### config.mk
export PLATFORM = sky130hd
export DESIGN_NAME = canvas_access_scheduler_flat
export DESIGN_NICKNAME = d
export VERILOG_FILES = /design/src/rtl/canvas_access_scheduler_if.sv /design/src/rtl/canvas_access_scheduler.sv /design/src/flat_wrapper.sv
export SDC_FILE = /design/constraint.sdc
export NUM_CORES = 1
export LEC_CHECK = 0
export ABC_CLOCK_PERIOD_IN_PS = 2210
export CAP_MARGIN = 20
export CORE_MARGIN = 5
export CORE_UTILIZATION = 40
export CTS_CLUSTER_SIZE = 16
export DETAILED_ROUTE_END_ITERATION = 6
export HOLD_SLACK_MARGIN = 0.02
export MAX_ROUTING_LAYER = met4
export PLACE_DENSITY = 0.75
export SLEW_MARGIN = 20
export SYNTH_ARGS = -nofsm -noshare
export SYNTH_HDL_FRONTEND = slang
export SYNTH_SLANG_ARGS = --single-unit
export TNS_END_PERCENT = 50
### constraint.sdc
create_clock -name clk -period 2.21 [get_ports clk]
set_input_delay 0.442 -clock clk [delete_from_list [all_inputs] [get_ports clk]]
set_output_delay 0.442 -clock clk [all_outputs]
set_load 0.01 [all_outputs]
### src/rtl/canvas_access_scheduler_if.sv
`timescale 1ns/1ps
`default_nettype none
// ============================================================================
//  Module      : canvas_access_scheduler_if
//  Description : Bundles the engine access channel and the cell-memory port
//                served by canvas_access_scheduler.
//                  eng_req/eng_we/eng_addr/eng_wdata : engine -> scheduler
//                  eng_gnt/eng_rvalid/eng_rdata      : scheduler -> engine
//                  mem_en/mem_we/mem_addr/mem_wdata  : scheduler -> memory
//                  mem_rdata                         : memory -> scheduler
//                The slave modport is the scheduler side; the master modport
//                is the environment side (engine plus memory).
//  Revision    : 1.0  initial release
// ============================================================================
interface canvas_access_scheduler_if #(
  parameter int ADDR_W = 13
) ();

  // Engine access channel
  logic              eng_req;
  logic              eng_we;
  logic [ADDR_W-1:0] eng_addr;
  logic              eng_wdata;
  logic              eng_gnt;
  logic              eng_rvalid;
  logic              eng_rdata;

  // Cell-memory port
  logic              mem_en;
  logic              mem_we;
  logic [ADDR_W-1:0] mem_addr;
  logic              mem_wdata;
  logic              mem_rdata;

  modport master (
    output eng_req, eng_we, eng_addr, eng_wdata,
    input  eng_gnt, eng_rvalid, eng_rdata,
    input  mem_en, mem_we, mem_addr, mem_wdata,
    output mem_rdata
  );

  modport slave (
    input  eng_req, eng_we, eng_addr, eng_wdata,
    output eng_gnt, eng_rvalid, eng_rdata,
    output mem_en, mem_we, mem_addr, mem_wdata,
    input  mem_rdata
  );

endinterface
`default_nettype wire

### src/rtl/canvas_access_scheduler.sv
`timescale 1ns/1ps
`default_nettype none
// ============================================================================
//  Module      : canvas_access_scheduler
//  Description : Arbitrates the single read/write port of the Game-of-Life
//                cell memory between canvas clear sweeps, cursor pixel draws
//                and the generation-update engine.
//                Priority: pending clear > pending draw > engine request.
//  Ports       : clk         system clock
//                rst_n       asynchronous active-low reset
//                clear_req   single-cycle request for a full-canvas clear
//                draw_req    single-cycle request to set the cell under
//                            (draw_x, draw_y)
//                draw_x/y    pixel coordinates of the draw request
//                clear_busy  a clear write is on the memory port
//                clear_done  one-cycle pulse after the last clear write
//                draw_drop   one-cycle pulse: out-of-range draw discarded
//                bus         engine channel and memory port (slave side)
//  Revision    : 1.0  initial release
// ============================================================================
module canvas_access_scheduler #(
  parameter int GRID_W     = 80,
  parameter int GRID_H     = 60,
  parameter int CELL_SHIFT = 3,
  parameter int ADDR_W     = 13
) (
  input  wire logic       clk,
  input  wire logic       rst_n,
  input  wire logic       clear_req,
  input  wire logic       draw_req,
  input  wire logic [9:0] draw_x,
  input  wire logic [8:0] draw_y,
  output logic            clear_busy,
  output logic            clear_done,
  output logic            draw_drop,
  canvas_access_scheduler_if.slave bus
);

  localparam logic [31:0]       c_PIX_W     = 32'(GRID_W << CELL_SHIFT);
  localparam logic [31:0]       c_PIX_H     = 32'(GRID_H << CELL_SHIFT);
  localparam logic [ADDR_W-1:0] c_LAST_ADDR = ADDR_W'(GRID_W * GRID_H - 1);

  typedef enum logic [0:0] {
    ST_ARB   = 1'b0,
    ST_CLEAR = 1'b1
  } state_t;

  state_t            r_state;
  state_t            w_state_nxt;

  logic              r_clear_pend;
  logic [ADDR_W-1:0] r_sweep_addr;
  logic              r_draw_pend;
  logic [9:0]        r_draw_cx;
  logic [8:0]        r_draw_cy;

  logic              r_mem_en;
  logic              r_mem_we;
  logic [ADDR_W-1:0] r_mem_addr;
  logic              r_mem_wdata;
  logic              r_mem_eng_rd;
  logic              r_eng_rvalid;

  logic              r_clear_busy;
  logic              r_clear_last;
  logic              r_clear_done;
  logic              r_draw_drop;

  logic              w_clear_win;
  logic              w_draw_win;
  logic              w_eng_win;
  logic              w_sweep_issue;
  logic              w_sweep_last;
  logic              w_draw_in_range;
  logic [ADDR_W-1:0] w_draw_addr;

  assign w_draw_in_range = (32'(draw_x) < c_PIX_W) && (32'(draw_y) < c_PIX_H);

  // Cell address of the latched draw: cy * GRID_W + cx.
  if (GRID_W == 80) begin : g_addr_shift_add
    // 80 = 64 + 16
    assign w_draw_addr = (ADDR_W'(r_draw_cy) << 6) + (ADDR_W'(r_draw_cy) << 4)
                       + ADDR_W'(r_draw_cx);
  end else begin : g_addr_generic
    assign w_draw_addr = ADDR_W'(32'(r_draw_cy) * 32'(GRID_W) + 32'(r_draw_cx));
  end

  // --------------------------------------------------------------------------
  // FSM state register
  // --------------------------------------------------------------------------
  always_ff @(posedge clk or negedge rst_n) begin
    if (!rst_n) begin
      r_state <= ST_ARB;
    end else begin
      r_state <= w_state_nxt;
    end
  end

  // --------------------------------------------------------------------------
  // FSM next state and per-cycle arbitration decision
  // --------------------------------------------------------------------------
  always_comb begin
    w_state_nxt   = r_state;
    w_clear_win   = 1'b0;
    w_draw_win    = 1'b0;
    w_eng_win     = 1'b0;
    w_sweep_issue = 1'b0;
    w_sweep_last  = 1'b0;
    case (r_state)
      ST_ARB: begin
        if (r_clear_pend) begin
          w_clear_win = 1'b1;
          w_state_nxt = ST_CLEAR;
        end else if (r_draw_pend) begin
          w_draw_win = 1'b1;
        end else if (bus.eng_req) begin
          w_eng_win = 1'b1;
        end
      end
      ST_CLEAR: begin
        w_sweep_issue = 1'b1;
        if (r_sweep_addr == c_LAST_ADDR) begin
          w_sweep_last = 1'b1;
          w_state_nxt  = ST_ARB;
        end
      end
      default: begin
        w_state_nxt = ST_ARB;
      end
    endcase
  end

  // --------------------------------------------------------------------------
  // Request capture and sweep counter
  // --------------------------------------------------------------------------
  always_ff @(posedge clk or negedge rst_n) begin
    if (!rst_n) begin
      // A pending clear out of reset wipes the canvas after every reset.
      r_clear_pend <= 1'b1;
      r_sweep_addr <= '0;
      r_draw_pend  <= 1'b0;
      r_draw_cx    <= '0;
      r_draw_cy    <= '0;
      r_draw_drop  <= 1'b0;
    end else begin
      // A new request in the same cycle the old one is serviced re-arms it.
      if (clear_req) begin
        r_clear_pend <= 1'b1;
      end else if (w_clear_win) begin
        r_clear_pend <= 1'b0;
      end

      if (w_clear_win) begin
        r_sweep_addr <= '0;
      end else if (w_sweep_issue) begin
        r_sweep_addr <= r_sweep_addr + ADDR_W'(1);
      end

      // Cell coordinates are latched rather than pixels; a later in-range
      // draw simply overwrites an unserviced one.
      if (draw_req && w_draw_in_range) begin
        r_draw_pend <= 1'b1;
        r_draw_cx   <= draw_x >> CELL_SHIFT;
        r_draw_cy   <= draw_y >> CELL_SHIFT;
      end else if (w_draw_win) begin
        r_draw_pend <= 1'b0;
      end

      r_draw_drop <= draw_req && !w_draw_in_range;
    end
  end

  // --------------------------------------------------------------------------
  // Registered memory port and status
  // --------------------------------------------------------------------------
  always_ff @(posedge clk or negedge rst_n) begin
    if (!rst_n) begin
      r_mem_en     <= 1'b0;
      r_mem_we     <= 1'b0;
      r_mem_addr   <= '0;
      r_mem_wdata  <= 1'b0;
      r_mem_eng_rd <= 1'b0;
      r_eng_rvalid <= 1'b0;
      r_clear_busy <= 1'b0;
      r_clear_last <= 1'b0;
      r_clear_done <= 1'b0;
    end else begin
      r_mem_en     <= 1'b0;
      r_mem_we     <= 1'b0;
      r_mem_eng_rd <= 1'b0;
      if (w_sweep_issue) begin
        r_mem_en    <= 1'b1;
        r_mem_we    <= 1'b1;
        r_mem_addr  <= r_sweep_addr;
        r_mem_wdata <= 1'b0;
      end else if (w_draw_win) begin
        r_mem_en    <= 1'b1;
        r_mem_we    <= 1'b1;
        r_mem_addr  <= w_draw_addr;
        r_mem_wdata <= 1'b1;
      end else if (w_eng_win) begin
        r_mem_en     <= 1'b1;
        r_mem_we     <= bus.eng_we;
        r_mem_addr   <= bus.eng_addr;
        r_mem_wdata  <= bus.eng_wdata;
        r_mem_eng_rd <= !bus.eng_we;
      end

      // Memory returns read data one cycle after the access is on the port.
      r_eng_rvalid <= r_mem_eng_rd;

      // busy/last travel with the write they describe; done trails by one.
      r_clear_busy <= w_sweep_issue;
      r_clear_last <= w_sweep_last;
      r_clear_done <= r_clear_last;
    end
  end

  assign bus.eng_gnt    = w_eng_win;
  assign bus.eng_rvalid = r_eng_rvalid;
  assign bus.eng_rdata  = bus.mem_rdata;
  assign bus.mem_en     = r_mem_en;
  assign bus.mem_we     = r_mem_we;
  assign bus.mem_addr   = r_mem_addr;
  assign bus.mem_wdata  = r_mem_wdata;

  assign clear_busy = r_clear_busy;
  assign clear_done = r_clear_done;
  assign draw_drop  = r_draw_drop;

endmodule
`default_nettype wire

### src/flat_wrapper.sv
// flat-port wrapper written by rule: the top's interface ports become plain ports
module canvas_access_scheduler_flat 
#(
  parameter int GRID_W     = 80,
  parameter int GRID_H     = 60,
  parameter int CELL_SHIFT = 3,
  parameter int ADDR_W     = 13
)
  (clk, rst_n, clear_req, draw_req, draw_x, draw_y, clear_busy, clear_done, draw_drop, bus_eng_req, bus_eng_we, bus_eng_addr, bus_eng_wdata, bus_eng_gnt, bus_eng_rvalid, bus_eng_rdata, bus_mem_en, bus_mem_we, bus_mem_addr, bus_mem_wdata, bus_mem_rdata);
  canvas_access_scheduler_if #(.ADDR_W(ADDR_W)) bus_i ();
  input  wire logic clk;
  input  wire logic rst_n;
  input  wire logic clear_req;
  input  wire logic draw_req;
  input  wire logic [9:0] draw_x;
  input  wire logic [8:0] draw_y;
  output logic clear_busy;
  output logic clear_done;
  output logic draw_drop;
  input wire logic [$bits(bus_i.eng_req)-1:0] bus_eng_req;
  input wire logic [$bits(bus_i.eng_we)-1:0] bus_eng_we;
  input wire logic [$bits(bus_i.eng_addr)-1:0] bus_eng_addr;
  input wire logic [$bits(bus_i.eng_wdata)-1:0] bus_eng_wdata;
  output wire logic [$bits(bus_i.eng_gnt)-1:0] bus_eng_gnt;
  output wire logic [$bits(bus_i.eng_rvalid)-1:0] bus_eng_rvalid;
  output wire logic [$bits(bus_i.eng_rdata)-1:0] bus_eng_rdata;
  output wire logic [$bits(bus_i.mem_en)-1:0] bus_mem_en;
  output wire logic [$bits(bus_i.mem_we)-1:0] bus_mem_we;
  output wire logic [$bits(bus_i.mem_addr)-1:0] bus_mem_addr;
  output wire logic [$bits(bus_i.mem_wdata)-1:0] bus_mem_wdata;
  input wire logic [$bits(bus_i.mem_rdata)-1:0] bus_mem_rdata;
  assign bus_i.eng_req = bus_eng_req;
  assign bus_i.eng_we = bus_eng_we;
  assign bus_i.eng_addr = bus_eng_addr;
  assign bus_i.eng_wdata = bus_eng_wdata;
  assign bus_eng_gnt = bus_i.eng_gnt;
  assign bus_eng_rvalid = bus_i.eng_rvalid;
  assign bus_eng_rdata = bus_i.eng_rdata;
  assign bus_mem_en = bus_i.mem_en;
  assign bus_mem_we = bus_i.mem_we;
  assign bus_mem_addr = bus_i.mem_addr;
  assign bus_mem_wdata = bus_i.mem_wdata;
  assign bus_i.mem_rdata = bus_mem_rdata;
  canvas_access_scheduler #(.GRID_W(GRID_W), .GRID_H(GRID_H), .CELL_SHIFT(CELL_SHIFT), .ADDR_W(ADDR_W)) u_core (.clk(clk), .rst_n(rst_n), .clear_req(clear_req), .draw_req(draw_req), .draw_x(draw_x), .draw_y(draw_y), .clear_busy(clear_busy), .clear_done(clear_done), .draw_drop(draw_drop), .bus(bus_i));
endmodule
==> results.py, run 1 <==
metrics = {
    "layout": {
        "final.fill_count": 563,
        "drive_above_1_share": 0.177,
        "syn_to_final_growth_pct": 31.5,
        "multi_input_area_um2": 1260,
        "final_util": 0.538,
        "diodes": 0,
        "regArea_um2": 1280,
        "nets": 369,
        "layout_common_cells": "clkdlybuf4s50_1 (51), dfrtp_1 (50), nor2_1 (20), nand2_1 (20), o21ai_0 (16)",
        "final_common_cell": "clkdlybuf4s50_1",
    },
    "pwr": {
        "switching_share": 0.321,
        "vdd_drop_max_mv": 0.473,
        "seqPwrFrac": 0.448,
        "power_density_nw_per_um2": 810,
        "pwr-share-clk": 0.203,
        "p_leak_nw": 1.47,
        "switching_power_mw": 0.887,
        "p_comb_frac": 0.350,
        "p_int_mw": 1.88,
    },
    "place": {
        "portBuffers": 53,
        "dp_slack_ns": -0.143,
        "place.gp.congestion": 0.858,
        "dp_hpwl_um": 4330,
    },
    "timing": {
        "setup_ws_ns": -0.0271,
        "max_clock_freq_mhz": 447,
        "clock_skew_ns": 0.00654,
        "grt_setup_unrepaired": "true",
        "hold_violations": 0,
        "slew_violations": 0,
        "tightestPinTransition_ns": 0.678,
        "setup_viol": 2,
        "min_period_ns": 2.24,
        "post-route-period-util": 1.01,
        "slew_headroom": 0.548,
    },
    "worst_hold_path": {
        "hold_path.class": "input pin to async pin",
    },
    "synth": {
        "syn_area_um2": 2600,
        "synth_fp_nets": 307,
        "synthFlopType": "dfrtp_1",
        "synthArstFlopShare": 1.00,
        "syn_avg_cell_area_um2": 10.3,
        "ys_warn_count": 0,
        "synth-edff-count": 0,
        "syn_inst": 253,
        "synth-seq-cells": 51,
        "seq_area_frac_synth": 0.492,
        "ys_types": 47,
    },
    "outcome": {
        "run_status": "finished with violations",
        "violations": "negative setup slack",
    },
    "routing": {
        "wl_per_cell_um": 14.7,
        "drt-vias-per-instance": 5.21,
        "first_pass_iters": 5,
        "drc": 0,
        "dr_wl_met2_um": 2870,
        "wl_met3_um": 265,
        "wl_met1_um": 2570,
        "ant_nets": 0,
        "drt-initial-drc-count": 128,
        "top_layer": "met4",
        "vias": 2048,
        "routed_wl_um": 5790,
    },
    "clock_network": {
        "htree_levels": 2,
        "numCtsBuffers": 5,
        "clkTransAtPathRegs_ns": 0.09,
        "worstSkewPairLatency_ns": 0.31,
        "cts_tree": "built",
        "clock-sinks": 51,
        "clockBufferDepth": 2,
        "ctsRootBufferMaster": "clkbuf_8",
    },
    "floorplanning": {
        "core_area_um2": 6350,
        "die_h_um": 90.6,
        "row_count": 29,
        "start_util": 0.409,
        "die_width_um": 90.6,
        "io_pins": 62,
        "dieArea_um2": 8210,
    },
    "worst_setup_path": {
        "worstPathArrival_ns": 2.44,
        "endpoint_kind": "register",
        "critPathKind": "register to register",
        "required_ns": 2.41,
        "path_max_fanout": 2,
        "startpoint_type": "register",
    },
    "global_route": {
        "track_usage": 0.154,
        "antenna_found_initial": 0,
        "grt_first_pass_wirelength_um": 10100,
        "grt_pass1_vias": 2178,
        "grt_max_degree": 32,
        "grt_overflow": 0,
    },
    "job": {
        "max_cap_viol_count": 0,
    },
}
## layer usage
layer	track usage	vias up
li1	-	1010
met1	0.188	979
met2	0.251	51
met3	0.0267	8
met4	0.0633	0
met5	-	-
## final timing paths
check	from	end	slack, ns	depth (start not counted)
setup / recovery	u_core.r_draw_cx[6]$_DFFE_PN0P_	u_core.bus.mem_addr[11]$_DFFE_PN0P_	-0.03	8
hold / removal	rst_n	u_core.clear_busy$_DFF_PN0_	0.09	1
setup reg to reg	u_core.r_draw_cx[6]$_DFFE_PN0P_	u_core.bus.mem_addr[11]$_DFFE_PN0P_	-0.03	8
hold reg to reg	u_core.r_clear_last$_DFF_PN0_	u_core.clear_done$_DFF_PN0_	0.36	0
max in group asynchronous	rst_n	u_core.r_sweep_addr[5]$_DFFE_PN0P_	1.52	2
min in group clk	u_core.r_clear_last$_DFF_PN0_	u_core.clear_done$_DFF_PN0_	0.36	0
## per-stage QoR
step / area (µm²) / power [mW] / std cells / hold WS (ns) / setup TNS (ns)
final: 3410 / 2.76 / 393 / 0.0860 / -0.0387
after floorplan: 2600 / 1.75 / 253 / 0.146 / -0.00640
after global placement: 3250 / 2.09 / 383 / 0.334 / -0.295
after detailed placement: 3250 / 2.13 / 383 / 0.340 / -0.496
after CTS: 3390 / 2.74 / 392 / 0.103 / -0.0632
after global routing: 3410 / 2.96 / 393 / 0.122 / -0.590
## kinds of logic (layout without fill, tap and decap cells)
logic type / count (synthesis) / in the layout / share of synthesized area
and+or+nand+nor: 79 / 79 / 0.147
muxes: 21 / 21 / 0.0872
buffers and inverters: 26 / 89 / 0.0433
DFF: 51 / 51 / 0.492
adders and majority gates: 14 / 14 / 0.0732
AOI/OAI and AO/OA: 54 / 54 / 0.131
xor gates and xnor gates: 8 / 8 / 0.0270
## critical path, cell delays in order (launching register included)
cell and delay, ns:
dfrtp_1 0.37, inv_2 0.05, fa_2 0.59, fa_2 0.22, nand2b_4 0.13, a21oi_1 0.07
o21a_1 0.17, or3_1 0.30, a31o_2 0.23
## cell usage after synthesis (2+ instances only)
master | instances | share of area
buf_2 | 6 | 0.012
ha_1 | 12 | 0.058
o21ai_0 | 16 | 0.031
and2_1 | 2 | 0.0048
xnor2_1 | 4 | 0.013
nand2b_1 | 2 | 0.0048
nand2_1 | 20 | 0.029
mux2i_1 | 8 | 0.031
a21o_1 | 3 | 0.0087
mux2_2 | 13 | 0.056
and3_1 | 4 | 0.0096
o21ai_1 | 2 | 0.0039
dfrtp_1 | 50 | 0.48
nand3_1 | 12 | 0.023
a21oi_1 | 14 | 0.027
and4_1 | 2 | 0.0067
nor2_1 | 22 | 0.032
a221oi_1 | 2 | 0.0067
nand4_1 | 3 | 0.0072
inv_1 | 12 | 0.017
o22ai_1 | 5 | 0.012
buf_4 | 2 | 0.0058
buf_1 | 2 | 0.0029
clkbuf_1 | 3 | 0.0043
nor3_1 | 3 | 0.0058
fa_1 | 2 | 0.015
nor3b_1 | 4 | 0.012
xor2_1 | 4 | 0.013
## power by group through the flow
stage          Clock (mW)  Sequential, mW  Combinational (mW)
2_1_floorplan           0            1.24               0.502
3_3_place_gp            0            1.25               0.840
3_5_place_dp            0            1.26               0.873
4_1_cts             0.573            1.24               0.932
5_1_grt             0.617            1.26                1.07
6_report            0.560            1.24               0.966
## layout make-up
type,count,share of cell area
multi-input combinational,176,0.370
timing repair buffer,68,0.187
tap,77,0.0282
inverter,13,0.0143
sequential,51,0.374
clock buffer,7,0.0253
clock inverter,1,0.00147
## state kept, by name, indices dropped and copies added (netlist names), 6 cells and up
| signal | cells |
|---|---|
| u_core.r_draw_cx | 7 |
| u_core.r_sweep_addr | 13 |
| u_core.bus.mem_addr | 13 |
| u_core.r_draw_cy | 6 |
## what timing repair did
action                                  4_1_cts  5_1_grt
endpoints found under the hold margin         0        0
hold buffers                                  0        0
buffers inserted                              1        1
pin swaps                                    10        4
gates resized for setup                      11        5
endpoints found under the setup margin        7        6
Power figures use the tool's default switching activity.
==> run 2, diff against run 1 <==
ABC_CLOCK_PERIOD_IN_PS = not set   (was 2210)
==> results of run 2 <==
No change in the layout: final DEF, timing and power equal those of run 1.
